## src/rtl/i1_enc_pkg.sv

```systemverilog
// Shared types and constants for the i1 request encoder.
// Provides the FSM state enum, the command word struct and a channel decoder.
package i1_enc_pkg;

    localparam int CHAN_W  = 3;
    localparam int N_LINES = 7;
    localparam int CNT_W   = 16;

    typedef enum logic [1:0] {
        IDLE,
        SETUP,
        STROBE,
        RELEASE
    } state_t;

    typedef struct packed {
        logic [CHAN_W-1:0] chan;
        logic [1:0]        mode;
        logic              prio;
    } cmd_t;

    // Channel 0 means "no line"; channel k lights line k-1.
    function automatic logic [N_LINES-1:0] chan_decode(
        input logic [CHAN_W-1:0] chan
    );
        logic [N_LINES-1:0] lines;
        lines = '0;
        if (chan != '0) begin
            lines[chan - CHAN_W'(1)] = 1'b1;
        end
        return lines;
    endfunction

endpackage

```

## src/rtl/i1_enc_fifo.sv

```systemverilog
// Synchronous command FIFO of cmd_t words with a registered fill count.
// Ports: clk, rst_n (sync, active-low), push/push_data, pop/pop_data, full, empty, count.
module i1_enc_fifo
    import i1_enc_pkg::*;
#(
    parameter int DEPTH = 4
) (
    input  logic                     clk,
    input  logic                     rst_n,
    input  logic                     push,
    input  cmd_t                     push_data,
    input  logic                     pop,
    output cmd_t                     pop_data,
    output logic                     full,
    output logic                     empty,
    output logic [$clog2(DEPTH):0]   count
);

    localparam int AW = $clog2(DEPTH);

    cmd_t           mem [DEPTH];
    logic [AW-1:0]  wr_ptr;
    logic [AW-1:0]  rd_ptr;
    logic           do_push;
    logic           do_pop;

    assign full     = (count == (AW+1)'(DEPTH));
    assign empty    = (count == '0);
    assign do_push  = push && !full;
    assign do_pop   = pop && !empty;
    assign pop_data = mem[rd_ptr];

    always_ff @(posedge clk) begin
        if (do_push) begin
            mem[wr_ptr] <= push_data;
        end
    end

    always_ff @(posedge clk) begin
        if (!rst_n) begin
            wr_ptr <= '0;
            rd_ptr <= '0;
            count  <= '0;
        end else begin
            if (do_push) begin
                wr_ptr <= wr_ptr + AW'(1);
            end
            if (do_pop) begin
                rd_ptr <= rd_ptr + AW'(1);
            end
            unique case ({do_push, do_pop})
                2'b10:   count <= count + (AW+1)'(1);
                2'b01:   count <= count - (AW+1)'(1);
                default: count <= count;
            endcase
        end
    end

endmodule

```

## src/rtl/i1_req_encoder.sv

```systemverilog
// Buffers command words and replays each onto the i1 request bus as SETUP/STROBE/RELEASE.
// Ports: clk, rst_n (sync, active-low), cmd_valid/cmd_ready/cmd_chan/cmd_mode/cmd_prio in,
//        req_lines, sel_lo, sel_hi, prio, strobe, busy, issued_cnt out.
module i1_req_encoder
    import i1_enc_pkg::*;
#(
    parameter int HOLD_CYCLES = 2,
    parameter int FIFO_DEPTH  = 4
) (
    input  logic                clk,
    input  logic                rst_n,
    input  logic                cmd_valid,
    output logic                cmd_ready,
    input  logic [CHAN_W-1:0]   cmd_chan,
    input  logic [1:0]          cmd_mode,
    input  logic                cmd_prio,
    output logic [N_LINES-1:0]  req_lines,
    output logic                sel_lo,
    output logic                sel_hi,
    output logic                prio,
    output logic                strobe,
    output logic                busy,
    output logic [CNT_W-1:0]    issued_cnt
);

    if (HOLD_CYCLES < 1) begin : g_bad_hold
        $error("HOLD_CYCLES must be at least 1");
    end
    if (FIFO_DEPTH < 2 || (FIFO_DEPTH & (FIFO_DEPTH - 1)) != 0) begin : g_bad_depth
        $error("FIFO_DEPTH must be a power of two, at least 2");
    end

    localparam int HW = (HOLD_CYCLES > 1) ? $clog2(HOLD_CYCLES) : 1;
    localparam logic [HW-1:0] HOLD_LOAD = HW'(HOLD_CYCLES - 1);

    state_t                     state;
    logic [HW-1:0]              hold_cnt;
    logic [CNT_W-1:0]           cnt_q;
    logic                       ready_en;
    cmd_t                       in_word;
    cmd_t                       head;
    logic                       full;
    logic                       empty;
    logic                       push;
    logic                       pop;
    logic [$clog2(FIFO_DEPTH):0] fill;

    assign in_word    = '{chan: cmd_chan, mode: cmd_mode, prio: cmd_prio};
    // ready_en keeps cmd_ready low while reset is held.
    assign cmd_ready  = ready_en && !full;
    assign push       = cmd_valid && cmd_ready;
    assign pop        = (state == IDLE || state == RELEASE) && !empty;
    assign busy       = (state != IDLE) || !empty;
    assign issued_cnt = cnt_q;

    i1_enc_fifo #(
        .DEPTH (FIFO_DEPTH)
    ) u_fifo (
        .clk       (clk),
        .rst_n     (rst_n),
        .push      (push),
        .push_data (in_word),
        .pop       (pop),
        .pop_data  (head),
        .full      (full),
        .empty     (empty),
        .count     (fill)
    );

    always_ff @(posedge clk) begin
        if (!rst_n) begin
            state     <= IDLE;
            hold_cnt  <= '0;
            cnt_q     <= '0;
            ready_en  <= 1'b0;
            req_lines <= '0;
            sel_lo    <= 1'b0;
            sel_hi    <= 1'b0;
            prio      <= 1'b0;
            strobe    <= 1'b0;
        end else begin
            ready_en <= 1'b1;
            unique case (state)
                IDLE, RELEASE: begin
                    if (!empty) begin
                        req_lines <= chan_decode(head.chan);
                        sel_lo    <= head.mode[0];
                        sel_hi    <= head.mode[1];
                        prio      <= head.prio;
                        state     <= SETUP;
                    end else begin
                        state     <= IDLE;
                    end
                end
                SETUP: begin
                    strobe   <= 1'b1;
                    hold_cnt <= HOLD_LOAD;
                    state    <= STROBE;
                end
                STROBE: begin
                    if (hold_cnt == '0) begin
                        req_lines <= '0;
                        sel_lo    <= 1'b0;
                        sel_hi    <= 1'b0;
                        prio      <= 1'b0;
                        strobe    <= 1'b0;
                        cnt_q     <= cnt_q + CNT_W'(1);
                        state     <= RELEASE;
                    end else begin
                        hold_cnt  <= hold_cnt - HW'(1);
                    end
                end
                default: state <= IDLE;
            endcase
        end
    end

endmodule

```

## config.mk

```make
export PLATFORM = sky130hd
export DESIGN_NAME = i1_req_encoder
export DESIGN_NICKNAME = d
export VERILOG_FILES = /design/src/rtl/i1_enc_pkg.sv /design/src/rtl/i1_enc_fifo.sv /design/src/rtl/i1_req_encoder.sv
export SDC_FILE = /design/constraint.sdc
export NUM_CORES = 1
export LEC_CHECK = 0
export CORE_ASPECT_RATIO = 1.1
export CORE_MARGIN = 3
export CORE_UTILIZATION = 40
export DETAILED_ROUTE_END_ITERATION = 6
export GPL_ROUTABILITY_DRIVEN = 0
export SETUP_SLACK_MARGIN = 0.15
export SLEW_MARGIN = 40
export SYNTH_ARGS = -nofsm -noshare
export SYNTH_HDL_FRONTEND = slang
export SYNTH_HIERARCHICAL = 1
export SYNTH_SLANG_ARGS = --single-unit
```

## constraint.sdc

```tcl
create_clock -name clk -period 2.3 [get_ports clk]
set_clock_uncertainty 0.05 [all_clocks]
set_input_delay 0.345 -clock clk [delete_from_list [all_inputs] [get_ports clk]]
set_output_delay 0.345 -clock clk [all_outputs]
set_load 0.05 [all_outputs]
```

==> impl_metrics.env <==
export IMPL_drt_wl_total_um=4973
export IMPL_path_max_fanout=4
export IMPL_cts_tree="yes"
export IMPL_antenna_found_initial=0
export IMPL_grt_use_met1_pct=16.83
export IMPL_fin_ws_ns=0.1026
export IMPL_end_kind="flop"
export IMPL_status="finished clean"
export IMPL_synth_edf_count=24
export IMPL_synth_seq_area_share_pct=54.12
export IMPL_die_area_mm2=0.008072
export IMPL_power_uw=3717
export IMPL_ios=38
export IMPL_dp_cells=355
export IMPL_r2r_cells=11
export IMPL_worstPathArrival_ns=2.41
export IMPL_synth_flop_cell="dfxtp_1"
export IMPL_cts_buffers=9
export IMPL_final_common_cell="clkdlybuf4s50_1"
export IMPL_avgSynthCellArea_um2=11.81
export IMPL_synth_cells=238
export IMPL_period_share_pct=95.54
export IMPL_crit_path_start_kind="flop"
export IMPL_hpwl_um=3519
export IMPL_vias=1849
export IMPL_fin_util_pct=53.85
export IMPL_ant_nets=0
export IMPL_period_minus_slack_ns=2.197
export IMPL_async_reset_ff_share_pct=0
export IMPL_drtPass1Iterations=4
export IMPL_core_area_mm2=0.006710
export IMPL_grt_util_met2_pct=21.66
export IMPL_cts_htree_levels=3
export IMPL_worst_slew_pin_slew_ns=0.6306
export IMPL_setup_tns_ns=0
export IMPL_met3_usage_pct=3.246
export IMPL_clk_latency_ns=0.33
export IMPL_drtIter0Drc=71
export IMPL_initial_core_util_pct=41.90
export IMPL_rows=31
export IMPL_hold_path_depth=1
export IMPL_viasPerCell=4.918
export IMPL_hold_violations=0
export IMPL_grt_setup_unrepaired="true"
export IMPL_syn_num_nets=259
export IMPL_final_cell_mix="clkdlybuf4s50_1, dfxtp_1, edfxtp_1"
export IMPL_leakage_uw=0.001314
export IMPL_grt_overflow=0
export IMPL_setup_viol=0
export IMPL_yosys_area_top_type="dfxtp_1"
export IMPL_ir_worst_vdd_mv=0.4559
export IMPL_drive_gt1_share_pct=20.75
export IMPL_grt_pass1_wl_um=8424
export IMPL_critical_path_class="flop to flop"
export IMPL_slew_headroom_pct=57.91
export IMPL_grt_busiest_layer="met2"
export IMPL_grt_max_degree=21
export IMPL_syn_to_final_growth_pct=28.53
export IMPL_routedWlPerCell_um=13.23
export IMPL_cts_sinks=64
export IMPL_clockRootBuffer="clkbuf_8"
export IMPL_worstHoldPathType="flop to flop"
export IMPL_portBuffers=37
export IMPL_cts_hold_buffers=0
export IMPL_fp_dieH_um=93.93
export IMPL_post_place_ws_ns=-0.01376
export IMPL_synth_top_area_share_pct=28.48
export IMPL_max_cap_violations=0
export IMPL_yosysWarnings=6
export IMPL_slew_violations=0
export IMPL_fin_nets=310
export IMPL_cts_buffer_depth=2
export IMPL_required_ns=2.51
export IMPL_max_freq_mhz=455.1
export IMPL_drc=0
export IMPL_stdcell_count=376
export IMPL_antenna_cells=0
export IMPL_synth_area_leaders="dfxtp_1, edfxtp_1, ha_1"
export IMPL_grt_pass1_vias=1773
export IMPL_p_per_area_mw_per_mm2=1029
export IMPL_grt_util_all_layers_pct=13.54
export IMPL_cts_clk_slew_worst_paths_ns=0.08
export IMPL_synth_area_mm2=0.002811
export IMPL_die_w_um=85.94
export IMPL_ys_ff_latch=64
export IMPL_synth_cell_types=45
## Yosys cell counts (6+ instances only)
library cell / instances
dfxtp_1: 40
edfxtp_1: 24
nor2_1: 20
nand2_1: 18
inv_1: 13
ha_1: 11
xnor2_1: 10
nor3_1: 9
and2_1: 7
mux2i_1: 6
mux4_2: 6
nand2b_1: 6
## power breakdown
part / leakage [µW] / total (µW) / switching [µW] / internal [µW]
combinational: 0.000655 / 1250 / 716 / 538
sequential: 0.000545 / 1410 / 106 / 1300
clock: 0.000113 / 1060 / 444 / 611
total: 0.00131 / 3720 / 1270 / 2450
## final timing paths
kind                                                    from                            to  slack [ns]
worst max-delay path            u_fifo/count[2]$_SDFFE_PN0P_  u_fifo/count[2]$_SDFFE_PN0P_        0.10
worst min-delay path               req_lines[2]$_SDFFE_PN0P_     req_lines[2]$_SDFFE_PN0P_        0.41
worst max register to register  u_fifo/count[2]$_SDFFE_PN0P_  u_fifo/count[2]$_SDFFE_PN0P_        0.10
worst min register to register     req_lines[2]$_SDFFE_PN0P_     req_lines[2]$_SDFFE_PN0P_        0.41
## area by class of cell
class                   instances  area (µm²)
repair buffers                 48       449.2
fillers                       587        3097
flip-flops and latches         64        1534
well taps                      82       102.6
multi-input cells             152        1255
clock buffers                   9       123.9
inverters                      14       52.55
clock inverters                 7       96.34
## kinds of logic (layout without fill, tap and decap cells)
| kind of cell | after synthesis | in the layout | share of synthesized area (%) |
|---|---|---|---|
| XOR/XNOR | 15 | 15 | 4.673 |
| adder cells (fa/ha/maj) | 12 | 12 | 5.607 |
| AND/OR/NAND/NOR | 90 | 90 | 19.09 |
| buffers and inverters | 22 | 78 | 3.560 |
| AO/OA/AOI/OAI | 23 | 23 | 6.008 |
| multiplexers | 12 | 12 | 6.943 |
| flip-flops | 64 | 64 | 54.12 |
## metal layers
layer | up-vias | wire [µm] | part of all wire (%)
li1 | 933 | - | -
met2 | 31 | 2567 | 52
met4 | 0 | 64 | 1.3
met3 | 5 | 204 | 4.1
met5 | - | 0 | 0
met1 | 880 | 2136 | 43
## timing repair
action / CTS / global route
setup endpoints to repair: 2 / 3
endpoints found under the hold margin: 0 / 0
gates resized for setup: 5 / 6
pin swaps: 1 / 0
buffers inserted: 3 / 2
## critical path, stage by stage, from the launching register on
cell,delay [ns]
dfxtp_4,0.37
nor3b_4,0.24
nor2b_4,0.06
and2_1,0.14
nor2b_4,0.12
inv_2,0.06
ha_4,0.13
inv_1,0.04
fa_2,0.33
xor2_1,0.16
or3_1,0.32
a21boi_1,0.12
## metrics by stage
step | area (µm²) | hold slack, ns
after global routing | 3613 | 0.4389
final | 3613 | 0.4088
after global placement | 3317 | 0.3878
after floorplan | 2851 | 0.3227
after detailed placement | 3317 | 0.3938
after CTS | 3568 | 0.4124
## sequential cells by signal (all words and copies together) (netlist names), named ones only
name	cells
u_fifo/rd_ptr	2
u_fifo/mem	24
hold_cnt	1
state	2
strobe	1
prio	1
u_fifo/count	3
u_fifo/wr_ptr	2
sel_lo	1
ready_en	1
issued_cnt	16
sel_hi	1
req_lines	7
Note: power is estimated with default switching activity, not from simulation.
